## src/rtl/conv_row_scheduler.sv

```systemverilog
// conv_row_scheduler: frame-level sequencer for the convolution front end.
// It starts the input-buffer prefetch and issues one active-row start per
// output row. Each row start waits for buffer readiness and for downstream
// space. At end of frame, or on abort or watchdog expiry, it pulses sa_done_o
// to return the input buffer to idle.
// Ports:
//   clk_i, rst_i        clock, synchronous active-high reset
//   start_i, abort_i    frame start request / abandon current frame
//   cfg_*_i             image width/height and kernel size, sampled on start
//   ib_start_o          prefetch start pulse to the input buffer
//   ib_ready_i          input buffer holds K valid rows
//   sa_done_o           end-of-frame pulse back to the input buffer
//   arr_start_o         active-row start pulse
//   arr_row_done_i      active-row register finished a row
//   ds_ready_i          downstream can take a new output row
//   busy_o, row_idx_o   frame in progress / current row index
//   frame_done_o        normal completion pulse
//   cfg_err_o           rejected-start pulse
//   timeout_o           sticky watchdog flag
module conv_row_scheduler #(
  parameter int unsigned IMG_DIM_W   = 8,
  parameter int unsigned KERNEL_W    = 4,
  parameter int unsigned TIMEOUT_CYC = 4096
) (
  input  logic                 clk_i,
  input  logic                 rst_i,
  input  logic                 start_i,
  input  logic                 abort_i,
  input  logic [IMG_DIM_W-1:0] cfg_img_w_i,
  input  logic [IMG_DIM_W-1:0] cfg_img_h_i,
  input  logic [KERNEL_W-1:0]  cfg_kernel_r_i,
  output logic                 ib_start_o,
  input  logic                 ib_ready_i,
  output logic                 sa_done_o,
  output logic                 arr_start_o,
  input  logic                 arr_row_done_i,
  input  logic                 ds_ready_i,
  output logic                 busy_o,
  output logic [IMG_DIM_W-1:0] row_idx_o,
  output logic                 frame_done_o,
  output logic                 cfg_err_o,
  output logic                 timeout_o
);

  localparam int unsigned CMP_W = (IMG_DIM_W > KERNEL_W) ? IMG_DIM_W : KERNEL_W;
  localparam int unsigned WD_W  = (TIMEOUT_CYC > 2) ? $clog2(TIMEOUT_CYC) : 1;

  typedef enum logic [2:0] {
    S_IDLE,
    S_PREFETCH,
    S_ISSUE,
    S_RUN,
    S_FINISH
  } state_e;

  state_e               state_q;
  logic [IMG_DIM_W-1:0] row_idx_q;
  logic [IMG_DIM_W-1:0] total_rows_q;
  logic [WD_W-1:0]      wd_q;
  logic                 ib_start_q;
  logic                 sa_done_q;
  logic                 arr_start_q;
  logic                 busy_q;
  logic                 frame_done_q;
  logic                 cfg_err_q;
  logic                 timeout_q;

  logic [CMP_W-1:0]     k_ext;
  logic [CMP_W-1:0]     h_ext;
  logic [CMP_W-1:0]     w_ext;
  logic                 cfg_ok;
  logic [IMG_DIM_W-1:0] total_rows_d;
  logic                 wd_count;
  logic                 wd_expire;

  // Config check and watchdog qualification.
  always_comb begin
    k_ext        = CMP_W'(cfg_kernel_r_i);
    h_ext        = CMP_W'(cfg_img_h_i);
    w_ext        = CMP_W'(cfg_img_w_i);
    cfg_ok       = (k_ext != '0) && (w_ext != '0) && (k_ext <= h_ext) && (k_ext <= w_ext);
    // Fits in IMG_DIM_W because a valid config has kernel <= height.
    total_rows_d = IMG_DIM_W'(h_ext - k_ext + CMP_W'(1));
    // An ISSUE stall caused only by downstream backpressure is legitimate.
    wd_count     = (state_q == S_PREFETCH) || (state_q == S_RUN) ||
                   ((state_q == S_ISSUE) && !ib_ready_i);
    wd_expire    = wd_count && (wd_q == WD_W'(TIMEOUT_CYC - 1));
  end

  // Sequencer FSM with registered outputs.
  always_ff @(posedge clk_i) begin
    if (rst_i) begin
      state_q      <= S_IDLE;
      row_idx_q    <= '0;
      total_rows_q <= '0;
      wd_q         <= '0;
      ib_start_q   <= 1'b0;
      sa_done_q    <= 1'b0;
      arr_start_q  <= 1'b0;
      busy_q       <= 1'b0;
      frame_done_q <= 1'b0;
      cfg_err_q    <= 1'b0;
      timeout_q    <= 1'b0;
    end else begin
      ib_start_q   <= 1'b0;
      sa_done_q    <= 1'b0;
      arr_start_q  <= 1'b0;
      frame_done_q <= 1'b0;
      cfg_err_q    <= 1'b0;
      wd_q         <= wd_count ? wd_q + WD_W'(1) : '0;

      if (state_q == S_IDLE) begin
        busy_q <= 1'b0;
        if (start_i) begin
          if (cfg_ok) begin
            total_rows_q <= total_rows_d;
            row_idx_q    <= '0;
            timeout_q    <= 1'b0;
            ib_start_q   <= 1'b1;
            busy_q       <= 1'b1;
            state_q      <= S_PREFETCH;
          end else begin
            cfg_err_q <= 1'b1;
          end
        end
      end else begin
        // busy_o stays high through the cycle carrying sa_done_o.
        busy_q <= 1'b1;
        if (abort_i) begin
          sa_done_q <= 1'b1;
          wd_q      <= '0;
          state_q   <= S_IDLE;
        end else if (wd_expire) begin
          timeout_q <= 1'b1;
          sa_done_q <= 1'b1;
          wd_q      <= '0;
          state_q   <= S_IDLE;
        end else begin
          unique case (state_q)
            S_PREFETCH: begin
              if (ib_ready_i) begin
                wd_q    <= '0;
                state_q <= S_ISSUE;
              end
            end
            S_ISSUE: begin
              if (ib_ready_i && ds_ready_i) begin
                arr_start_q <= 1'b1;
                wd_q        <= '0;
                state_q     <= S_RUN;
              end
            end
            S_RUN: begin
              if (arr_row_done_i) begin
                wd_q <= '0;
                if (row_idx_q == total_rows_q - IMG_DIM_W'(1)) begin
                  state_q <= S_FINISH;
                end else begin
                  row_idx_q <= row_idx_q + IMG_DIM_W'(1);
                  state_q   <= S_ISSUE;
                end
              end
            end
            S_FINISH: begin
              sa_done_q    <= 1'b1;
              frame_done_q <= 1'b1;
              state_q      <= S_IDLE;
            end
            default: state_q <= S_IDLE;
          endcase
        end
      end
    end
  end

  assign ib_start_o   = ib_start_q;
  assign sa_done_o    = sa_done_q;
  assign arr_start_o  = arr_start_q;
  assign busy_o       = busy_q;
  assign row_idx_o    = row_idx_q;
  assign frame_done_o = frame_done_q;
  assign cfg_err_o    = cfg_err_q;
  assign timeout_o    = timeout_q;

endmodule

```

## config.mk

```make
export PLATFORM = sky130hd
export DESIGN_NAME = conv_row_scheduler
export DESIGN_NICKNAME = d
export VERILOG_FILES = /design/src/rtl/conv_row_scheduler.sv
export SDC_FILE = /design/constraint.sdc
export NUM_CORES = 1
export LEC_CHECK = 0
export ABC_CLOCK_PERIOD_IN_PS = 2100
export BUFFER_PORTS_ARGS = -buffer_cell sky130_fd_sc_hd__buf_2
export CAP_MARGIN = 20
export CORE_MARGIN = 5
export CORE_UTILIZATION = 50
export DETAILED_ROUTE_END_ITERATION = 10
export PLACE_DENSITY = 0.75
export SYNTH_ARGS = -nofsm -noshare
export SYNTH_HDL_FRONTEND = slang
export SYNTH_SLANG_ARGS = --single-unit
```

## constraint.sdc

```tcl
create_clock -name clk_i -period 2.1 [get_ports clk_i]
set_input_delay 0.21 -clock clk_i [delete_from_list [all_inputs] [get_ports clk_i]]
set_output_delay 0.21 -clock clk_i [all_outputs]
set_load 0.01 [all_outputs]
```

# After elaboration in Yosys (flattened, before gate mapping)
# Index checks and enable logic that the tools add are counted.
# totals
reg_bits,38
input_bits,27
# classes
n_mux,39
eq_ne,14
add_sub_neg,5
bitwise_logic,3
n_reduce_logical,24
magnitude_cmp,2
# ops
cell,n
$mux 12,7
$mux 8,8
$pmux 12 s3,1
$mux 3,9
$add 8x1->8 const B,2
$le 4x8->1,2
$mux 1,13
$add 12x1->12 const B,1
$eq 12x12->1 const B,1
$ne 5x4->1 const B,2
$pmux 3 s3,1
$eq 8x8->1,1
$reduce_bool 8->1,1
$sub 8x1->8 const B,1
$sub 8x4->8,1
$reduce_and 7->1,1
$eq 3x2->1 const B,2
$logic_and 1x1->1,6
$ne 2x2->1 const B,3
$reduce_bool 2->1,3
$ne 5x3->1 const B,1
$reduce_and 5->1,1
$reduce_or 5->1,1
$ne 2x1->1 const B,2
other kinds (12),16

# Logic depth before layout (Yosys ltp)
# Gate-level depths: netlist (run 1).
# logic_depth
depth_word,9
ltp_mapped,13

# Worst setup path after synthesis (run 1)
# OpenSTA, ideal clock, no wires.
# synth_path
path_type,register -> register
startpoint,register total_rows_q[0]
endpoint,"register row_idx_q[4], in the netlist row_idx_o[4]"
path_stages_with_launch,12
setup_ps,70
setup_slack_ps,-52
arrival_ps,2082
t_required_ps,2030
path_cell_list,dfxtp_1 -> buf_6 -> inv_1 -> ha_1 -> clkbuf_2 -> and3b_1 -> o21ai_1 -> o311ai_0 -> and3_2 -> a21o_4 -> or3_1 -> a21oi_1
# synth_between
elab_chain_len,4
# synth_rtl
item,line_no,source
"start, declared",58,logic [IMG_DIM_W-1:0] total_rows_q;
"start signal, assigned",116,total_rows_q <= total_rows_d;
$sub 8x1->8,156,if (row_idx_q == total_rows_q - IMG_DIM_W'(1)) begin
$eq 8x8->1,156,
$ne 2x2->1 (no line),n/a,
$reduce_and 7->1 (no line),n/a,
"end signal, assigned",159,row_idx_q <= row_idx_q + IMG_DIM_W'(1);
"end, declared",57,logic [IMG_DIM_W-1:0] row_idx_q;
# No other way between the ends.
# A chain may end at the register's enable or synchronous reset.

# Worst setup path in the final report (run 1)
# layout_path
startpoint,register total_rows_q[0]
endpoint,"register row_idx_q[0], in the netlist row_idx_o[0]"
# The elaborated chain is that of the path after synthesis.

==> metrics.md, run 1 <==
| Metric | Value |
|---|---|
| Hold-critical path endpoint | arr_start_o$_SDFF_PP0_ |
| Clock Pin Slew Worst Setup and Hold Paths | about 0.080 ns |
| Total CTS buffers | 5 |
| DP Wirelength | roughly 4.4 mm |
| Hold-fix buffers, CTS | 0 |
| Largest area contributor in the netlist | dfxtp_1 |
| Register bit total from synthesis | 38 |
| Fillers | between 400 and 500 |
| Crit Reg-Reg Endpoint | row_idx_o[0]$_SDFFE_PP0P_ |
| Clock Skew | approximately 0.0087 ns |
| Syn nets | between 300 and 400 |
| Synth cell types | 53 |
| Chip width | 80.6 microns |
| Max FO, Critical Path | 8 |
| First-pass GRT wire length | between 9 and 10 mm |
| Fin util | between 60% and 70% |
| Via density | between 5 and 6 |
| Initial detailed-routing violation count | approximately 120 |
| Final Instance Count excl. Fillers | 436 |
| DP Area | between 0.002 and 0.003 sq mm |
| Gr usage total | 18.4% |
| Crit Path Category | reg -> reg |
| Hold Crit Start | ds_ready_i |
| Worst-Margin Slew | 0.449 ns |
| Placer Congestion | a little under 0.9 |
| Hold path depth | 3 |
| Depth of the most critical reg-to-reg path | 8 |
| Clk root buf | clkbuf_8 |
| Vias in the first global route | ~2,200 |
| Final hold vios | 0 |
| Dpl cells | about 430 |
| Fin. max-slew vios | 0 |
| Worst EP required | approximately 2.3 ns |
| Total of max-cap violations | 0 |
| Die footprint | about 0.0065 sq mm |
| Worst-Skew Late Latency | roughly 0.29 ns |
| Setup TNS | 0 ns |
| Rel. slew slack | between 60% and 70% |
| Clock tree buffer depth | 2 |
| Setup-failing EPs final | 0 |
| Detailed Route WL | roughly 5.5 mm |
| Power Dens Cells | between 600 and 700 mW/mm^2 |
| Initial antenna violation count | 0 |
| Worst vdd ir | between 300 and 400 uV |
| Boundary Pins | 42 |
| Core area | approximately 0.0048 sq mm |
| RSZ-0062 raised after global routing | true |
| Wire length per cell | 12.7 microns |
| Overflow left after global routing | 0 |
| Worst r2r src | total_rows_q[0]$_SDFFE_PP0P_ |
| Antenna cells | 0 |
| Cells after Synth | around 310 |
| Post-route cell area | 0.00307 sq mm |
| Netlist Area Pre-Place | roughly 0.0025 sq mm |
| Status | completed |
| Drt pass-1 iters | 4 |
| WP data arrival | ~2.3 ns |
| Part of the Yosys area used for sequential elements | between 30% and 40% |
| CP endpoint kind | flip-flop |
| R2R Setup Slk | around 0.024 ns |
| Crit share post-route | 98.8% |
| Tmin final | just over 2 ns |
| H-tree levels | 2 |
| Layout area overhead | 23.1% |
| Via Count | roughly 2,300 |
| # DRC | 0 |
| Die Ht | 80.6 microns |
| Max Clk Rate | just under 500 MHz |
| Final worst slack | roughly 0.024 ns |
| Post-route antenna net violation count | 0 |
| Top cells by area, synth | dfxtp_1, ha_1, a21oi_1, xor2_1, inv_1 |
| Startpoint Class | flip-flop |
| Nets | ~420 |
| Largest net degree at the start of global routing | 20 |
| Ys Warns | 0 |
| Port-buffer cells | 41 |
| Dpl ws | -0.176 ns |
| Top cell type's share of synthesized area | between 30% and 40% |
| CTS sink cnt | 38 |
| Hold Path Class | in -> reg |
| CTS tree | done |
| Initial Utilization | around 52% |
| Avg Inst Size Synth | 8.10 sq um |
| Rows | 25 |
| LEAKAGE | 1.39 nW |
| Share of layout cells above drive strength 1 | a little over a quarter |
-- Yosys cell counts (all sizes together) --
cell      n
xor2     13
o21ai     9
nand2    29
mux2      1
and4      4
nor4b     2
a31oi     3
buf       5
a21oi    26
nand3     9
a211oi    8
nor4      4
and3b     1
inv      29
and2b     2
a2111oi   1
nand2b    2
o31a      1
or3       2
o21a      1
nor2b     7
and2      3
fa        2
a21o      6
or2       1
mux2i     2
ha       22
clkbuf    5
nor2     28
nand3b    2
and3      6
nand4     5
or4       2
o21bai    4
a31o      1
xnor2     9
dfxtp    38
a41oi     1
nor3     10
o311ai    1
or2b      1
-- worst max-delay path by stage --
| stage | startpoint | end | slack [ns] | cells after the start |
|---|---|---|---|---|
| global route | total_rows_q[0]$_SDFFE_PP0P_ | row_idx_o[0]$_SDFFE_PP0P_ | -0.08 | 8 |
| CTS | total_rows_q[0]$_SDFFE_PP0P_ | row_idx_o[0]$_SDFFE_PP0P_ | 0.03 | 8 |
| finish | total_rows_q[0]$_SDFFE_PP0P_ | row_idx_o[0]$_SDFFE_PP0P_ | 0.02 | 8 |
| global placement | cfg_img_h_i[1] | total_rows_q[7]$_SDFFE_PP0P_ | -0.10 | 14 |
| detailed placement | cfg_img_h_i[1] | total_rows_q[7]$_SDFFE_PP0P_ | -0.18 | 14 |
| floorplan | total_rows_q[0]$_SDFFE_PP0P_ | row_idx_o[0]$_SDFFE_PP0P_ | 0.02 | 10 |
-- power breakdown --
| group | total [W] | switching, W | internal [W] | leakage (nW) |
|---|---|---|---|---|
| combinational | 0.000591 | 0.000310 | 0.000282 | 1.03 |
| clock | 0.000522 | 0.000258 | 0.000264 | 0.0472 |
| sequential | 0.000807 | 0.0000461 | 0.000761 | 0.309 |
-- cells in the final DEF, fill, tap and decap left out, types with 3 or more instances in the layout --
master / Yosys / layout
xnor2_1: 9 / 9
inv_1: 29 / 29
nand4_1: 5 / 5
and3_1: 3 / 3
dfxtp_1: 38 / 36
ha_1: 22 / 21
nor4_1: 3 / 3
o21bai_1: 4 / 4
nand2_1: 27 / 27
and2_1: 3 / 3
and4_1: 3 / 3
o21ai_0: 7 / 7
a21oi_2: 1 / 4
buf_4: 1 / 21
nand3_1: 9 / 9
buf_2: 3 / 41
clkbuf_8: 0 / 6
xor2_1: 13 / 13
nor3_1: 9 / 9
nor2_1: 28 / 27
a31oi_1: 3 / 3
a21o_1: 5 / 5
a211oi_1: 8 / 7
nor2b_1: 7 / 7
a21oi_1: 25 / 22
-- cell families (layout without fill, tap and decap cells) --
logic type / Yosys count / after routing / synth area share, %
mux: 3 / 3 / 1.25
fa+ha+maj: 24 / 24 / 12.6
simple gates: 120 / 120 / 25.6
compound gates: 62 / 62 / 15.7
xor+xnor: 22 / 22 / 7.72
flops: 38 / 38 / 30.5
buf+inv: 39 / 100 / 6.52
-- layer usage --
layer / wire length [microns] / vias to the layer above / track usage [%]
met2: 2570 / 53 / 29.2
li1: - / 1184 / -
met5: 0 / - / 0
met1: 2610 / 1042 / 24.3
met3: 298 / 7 / 4.26
met4: 69 / 0 / 6.25
-- repair_timing --
| item | in CTS | in global routing |
|---|---|---|
| setup buffers | 1 | 0 |
| resized for setup | 4 | 10 |
| endpoints found under the setup margin | 2 | 8 |
| endpoints found under the hold margin | 0 | 0 |
| pin swaps | 2 | 2 |
-- registers in the layout, indices dropped and copies added (netlist names) --
name and cells:
ib_start_o 1, row_idx_o 8, busy_o 1, sa_done_o 1, cfg_err_o 1, wd_q 12, frame_done_o 1, total_rows_q 8
timeout_o 1, state_q 3, arr_start_o 1
-- critical path: stages (launching register included) --
cell,delay (ns)
dfxtp_1,0.31
buf_4,0.17
nor4b_4,0.30
a21oi_2,0.10
a2111oi_2,0.30
and3_4,0.27
a21o_4,0.15
mux2_2,0.34
nor2_2,0.08
-- metrics by stage --
stage | power, W | hold slack (ns)
2_1_floorplan | 0.00120 | 0.357
3_3_place_gp | 0.00136 | 0.427
3_5_place_dp | 0.00137 | 0.439
4_1_cts | 0.00190 | 0.176
5_1_grt | 0.00204 | 0.208
6_report | 0.00192 | 0.179
-- final cells by class --
class                   instances  area, sq um  share of cell area [%]
repair buffers                 63          383                    12.5
clock buffers                   6         82.6                    2.69
inverters                      29          109                    3.55
well taps                      67         83.8                    2.73
multi-input cells             231         1640                    53.3
clock inverters                 2         12.5                   0.407
flip-flops and latches         38          763                    24.9
Power figures use the tool's default switching activity.
==> run 2, diff against run 1 <==
- ABC_CLOCK_PERIOD_IN_PS: 2100 -> 2550
- PLACE_DENSITY: 0.75 -> 0.72
- REMOVE_ABC_BUFFERS: not set -> 1
- clock period: 2.1 -> 2.55 ns (I/O delays scaled with it)
==> metrics.md, run 2 (synthesis gave the netlist of run 1 again) <==
| Metric | Value |
|---|---|
| Status | completed |
| Initial antenna violation count | 0 |
| Via density | ~5.3 |
| Setup TNS | 0 ns |
| Boundary Pins | between 40 and 50 |
| Sw power | 0.000469 W |
| Crit Path Category | reg -> reg |
| Crit-path cells | inv_1 > ha_1 > and2b_2 > o21ai_1 > o311ai_0 > and3_2 > a21o_4 > or3_1 > a21oi_1 |
| Wire length per cell | 12.7 microns |
| Drt pass-1 iters | 5 |
| Clock tree buffer depth | 2 |
| Buf+Inv Stages, Crit Path | 1 |
| Crit share post-route | 86.1% |
| Slowest CP cell | or3_1 |
| Total of max-cap violations | 0 |
| Final Instance Count excl. Fillers | 417 |
| RSZ-0062 raised after global routing | false |
| Power Dens Cells | approximately 520 mW/mm^2 |
| Clock Pin Slew Worst Setup and Hold Paths | around 0.070 ns |
| Layout area overhead | 14.2% |
| LEAKAGE | ~1.3 nW |
| Setup-failing EPs final | 0 |
| Sequential share of power | around 44% |
| Hold path depth | 3 |
| Gr usage total | 17.9% |
| Depth of the most critical reg-to-reg path | 9 |
| R2R Setup Slk | approximately 0.35 ns |
| Fin. max-slew vios | 0 |
| Initial detailed-routing violation count | about 110 |
| Detailed Route WL | approximately 5.3 mm |
| FF+latch area | 761 sq um |
| CTS sink cnt | 38 |
| Max reg flops | 12 |
| Total CTS buffers | 5 |
| Top reg by flops | wd_q |
| Dpl cells | 411 |
| Post-route antenna net violation count | 0 |
| Overflow left after global routing | 0 |
| Pint | around 0.001 W |
| Rel. slew slack | between 60% and 70% |
| Worst-Skew Late Latency | roughly 0.29 ns |
| Startpoint Class | flip-flop |
| Worst EP required | about 2.8 ns |
| Via Count | between 2,000 and 2,500 |
| WP data arrival | ~2.4 ns |
| CTS resizes | 0 |
| CP Depth | 9 |
| Final hold vios | 0 |
| Port-buffer cells | 41 |
| Post-route total power | roughly 0.0015 W |
| Max FO, Critical Path | 8 |
| DP Wirelength | 4.14 mm |
| Die Ht | roughly 81 microns |
| Vias in the first global route | around 2,100 |
| Largest net degree at the start of global routing | 20 |
| Fin util | between 50% and 60% |
| Die footprint | around 0.0065 sq mm |
| Rows | 25 |
| Max Clk Rate | between 400 and 500 MHz |
| Clock Skew | 0.00360 ns |
| Max incr delay on CP | approximately 0.34 ns |
| CTS tree | done |
| Share of layout cells above drive strength 1 | between 10% and 20% |
| Switch share | roughly a third |
| Tmin final | between 2 and 2.5 ns |
| Fillers | approximately 450 |
| Chip width | 80.6 microns |
| Worst-Margin Slew | between 0.4 and 0.5 ns |
| Clock group share of total power | between 20% and 30% |
| Core area | about 0.0048 sq mm |
| Crit path max-delay family | simple AND/OR/NAND/NOR gates |
| Placer Congestion | ~0.93 |
| Initial Utilization | between 50 and 60% |
| Hold Path Class | in -> reg |
| H-tree levels | 2 |
| Postcts setup bufs | 0 |
| Antenna cells | 0 |
| Nets | around 400 |
| Multi-input logic area | about 0.0016 sq mm |
| # DRC | 0 |
| CP endpoint kind | flip-flop |
| Commonest non-fill, non-tap cell in the layout | buf_2 |
| Clk root buf | clkbuf_8 |
| Worst vdd ir | slightly below 400 uV |
| Combinational share of power | 28.6% |
| Most frequent cells in the layout | buf_2, dfxtp_1, inv_1 |
| Hold-fix buffers, CTS | 0 |
| First-pass GRT wire length | approximately 9.2 mm |
[run 2: changes by cell type in the layout (fill, tap and decap cells not counted), moves of 2 or more]
cell / previous run / this run
a21oi_2: 4 / 1
dfxtp_2: 2 / 0
a21oi_1: 22 / 25
dfxtp_1: 36 / 38
buf_4: 21 / 5
[run 2: routing by layer]
metal | global-route usage (%) | share of wire [%] | up-vias
li1 | - | - | 1139
met1 | 22.7 | 50 | 1012
met2 | 29.6 | 45 | 30
met3 | 3.36 | 3.2 | 9
met4 | 7.26 | 1.7 | 0
met5 | 0 | 0 | -
[run 2: layout make-up]
class	count	area share, %
multi-input cells	231	55.1
inverters	29	3.82
clock buffers	6	2.90
well taps	67	2.94
flip-flops and latches	38	26.7
repair buffers	46	8.52
[run 2: worst paths after layout]
| kind | start | endpoint |
|---|---|---|
| setup / recovery | total_rows_q[1]$_SDFFE_PP0P_ | row_idx_o[4]$_SDFFE_PP0P_ |
| hold / removal | ds_ready_i | arr_start_o$_SDFF_PP0_ |
| setup reg to reg | total_rows_q[1]$_SDFFE_PP0P_ | row_idx_o[4]$_SDFFE_PP0P_ |
| hold reg to reg | wd_q[0]$_SDFF_PP0_ | wd_q[0]$_SDFF_PP0_ |
[run 2: through the flow]
step	hold slack [ns]	setup WS [ns]	cell area (sq um)
after detailed placement	0.439	0.174	2770
after floorplan	0.324	0.391	2440
after global routing	0.243	0.166	2850
after CTS	0.217	0.356	2850
final	0.222	0.355	2850
after global placement	0.427	0.258	2770
[run 2: worst min-delay path, cell delays in order]
cell and delay [ns]:
buf_2 0.09, nand2_1 0.07, nor4_1 0.05
[run 2: power groups by stage]
stage / Sequential, W / Combinational [W] / Clock [W]
6_report: 0.000657 / 0.000427 / 0.000407
5_1_grt: 0.000662 / 0.000485 / 0.000438
3_5_place_dp: 0.000670 / 0.000424 / 0
2_1_floorplan: 0.000680 / 0.000283 / 0
4_1_cts: 0.000657 / 0.000427 / 0.000416
3_3_place_gp: 0.000669 / 0.000419 / 0
==> run 3, diff against run 2 <==
- ABC_AREA: not set -> 1
- CORE_UTILIZATION: 50 -> 35
- PLACE_DENSITY: 0.72 -> not set
==> metrics.md, run 3 <==
| Metric | Value |
|---|---|
| CP endpoint kind | flip-flop |
| Ys Warns | 0 |
| Antenna cells | 0 |
| First-pass GRT wire length | 10.4 mm |
| Hold-fix buffers, CTS | 0 |
| Synth top cells by count | nand2_1, inv_1, dfxtp_1 |
| CTS resizes | 0 |
| Total CTS buffers | 5 |
| Initial detailed-routing violation count | around 110 |
| Post-synth EDFFs | 0 |
| Cells after Synth | 363 |
| DP Area | about 0.003 sq mm |
| Worst EP required | between 2 and 3 ns |
| Largest area contributor in the netlist | dfxtp_1 |
| Overflow left after global routing | 0 |
| Register bit total from synthesis | 38 |
| Main synth FF type | dfxtp_1 |
| Most frequent cells in the layout | nand2_1, inv_1, buf_2 |
| Fin. max-slew vios | 0 |
| Chip width | about 97 microns |
| Post-route antenna net violation count | 0 |
| Die footprint | slightly above 0.009 sq mm |
| Netlist Area Pre-Place | roughly 0.0026 sq mm |
| CTS tree | done |
| Clock tree buffer depth | 2 |
| Worst hold margin | around 0.25 ns |
| LEAKAGE | between 1 and 1.5 nW |
| Rel. slew slack | approximately three quarters |
| Setup-failing EPs final | 0 |
| Max Clk Rate | about 500 MHz |
| Vias in the first global route | 2,390 |
| Hold path depth | 3 |
| Highest metal used | met4 |
| Die Ht | slightly below 100 microns |
| Worst-Skew Late Latency | ~0.30 ns |
| # DRC | 0 |
| Power Dens Cells | 543 mW/mm^2 |
| CTS sink cnt | 38 |
| Drt pass-1 iters | 4 |
| Slowest CP cell | dfxtp_1 |
| Crit share post-route | 78.3% |
| Hold Path Class | in -> reg |
| Setup TNS | 0 ns |
| Crit Path Category | reg -> reg |
| Final hold vios | 0 |
| Clock Pin Slew Worst Setup and Hold Paths | approximately 0.08 ns |
| Avg Inst Size Synth | just over 7 sq um |
| Count leader, synth | nand2_1 |
| Total of max-cap violations | 0 |
| Nets | between 400 and 500 |
| Detailed Route WL | 5.94 mm |
| Core area | between 0.007 and 0.008 sq mm |
| Boundary Pins | 42 |
| Post-synth ARST share | 0% |
| Worst vdd ir | between 200 and 250 uV |
| Via Count | 2,386 |
| Met3 WL | 358 microns |
| Via density | approximately 4.7 |
| Dpl ws | between 0.2 and 0.3 ns |
| Clock Skew | 0.00678 ns |
| Placer Congestion | between 0.8 and 0.9 |
| Synth cell types | 37 |
| Max incr delay on CP | approximately 0.31 ns |
| Part of the Yosys area used for sequential elements | about 29% |
| Share of layout cells above drive strength 1 | between 20% and 30% |
| Max reg flops | 12 |
| Fillers | 793 |
| Rows | 31 |
| Top cells by area, synth | dfxtp_1, ha_1, nand2_1, inv_1, nand3_1 |
| Postcts setup bufs | 0 |
| Depth of the most critical reg-to-reg path | 14 |
| Largest net degree at the start of global routing | 14 |
| H-tree levels | 2 |
| Initial antenna violation count | 0 |
| Metal2 WL | about 2.6 mm |
| Gr usage total | between 10% and 20% |
| Clk root buf | clkbuf_8 |
| Startpoint Class | flip-flop |
| DP Wirelength | ~4.8 mm |
| Port-buffer cells | 41 |
| CP dominant cell by count | nand2_1 |
| RSZ-0062 raised after global routing | false |
| WP data arrival | around 2.2 ns |
| Final worst slack | ~0.55 ns |
| Worst-Margin Slew | 0.349 ns |
| Layout area overhead | 17.0% |
| Commonest non-fill, non-tap cell in the layout | nand2_1 |
| Post-Route M1 WL | 2.87 mm |
| Status | completed |
| Initial Utilization | ~36% |
| Top reg by flops | wd_q |
| Wire length per cell | around 12 microns |
| Top cell type's share of synthesized area | roughly 29% |
| Max FO, Critical Path | 8 |
| Post-route cell area | ~0.0031 sq mm |
| Tmin final | 2.00 ns |
| Crit-path cells | inv_1 > ha_1 > nand2_1 > nand3b_1 > nand2_1 > nand2_1 > nand2_1 > nor2_1 > nand2_1 > nand3_4 > nand2_4 > nand2_1 > nand2_1 > nor2_2 |
-- run 3: cells by family (layout without fill, tap and decap cells) --
family,count (synthesis),in the layout,synth area share [%]
buffers and inverters,63,109,9.49
AND/OR/NAND/NOR,175,175,32.7
AO/OA/AOI/OAI,40,40,9.11
XOR/XNOR,23,23,7.68
adder cells (fa/ha/maj),24,24,12.0
flip-flops,38,38,29.0
-- run 3: worst paths after layout --
kind | from | slack (ns) | endpoint
min | start_i | 0.25 | cfg_err_o$_SDFF_PP0_
max reg2reg | total_rows_q[0]$_SDFFE_PP0P_ | 0.55 | row_idx_o[1]$_SDFFE_PP0P_
max | total_rows_q[0]$_SDFFE_PP0P_ | 0.55 | row_idx_o[1]$_SDFFE_PP0P_
min reg2reg | wd_q[0]$_SDFF_PP0_ | 0.45 | wd_q[0]$_SDFF_PP0_
-- run 3: cell type report --
cell class	instances	area, sq um	area share (%)
clock buffer	5	68.8	2.24
tap	99	124	4.03
clock inverter	3	68.8	2.24
sequential	38	761	24.8
multi-input combinational	262	1610	52.6
timing repair buffer	42	213	6.93
inverter	59	221	7.21
-- run 3: through the flow --
stage          power, W  utilization (%)  cells
2_1_floorplan  0.000941                -    359
3_3_place_gp    0.00105             40.2    500
3_5_place_dp    0.00105             40.2    500
4_1_cts         0.00168             42.1    508
5_1_grt         0.00177             42.1    508
6_report        0.00167             42.1    508
-- run 3: worst max-delay path: cells and delay by family, from the launching register on --
family / cells / cell delay, ns
adder cells (fa/ha/maj): 1 / 0.27
buffers and inverters: 1 / 0.16
flip-flops: 1 / 0.31
AND/OR/NAND/NOR: 12 / 1.15
-- run 3: per-layer routing --
layer	vias to the layer above	global-route usage [%]
li1	1249	-
met1	1061	18.4
met2	67	22.3
met3	9	3.25
met4	0	4.21
met5	-	0
-- run 3: power by group --
group	internal, W	switching [W]	total [W]
Sequential	0.000620	0.0000231	0.000643
Clock	0.000392	0.000238	0.000631
Combinational	0.000153	0.000240	0.000393
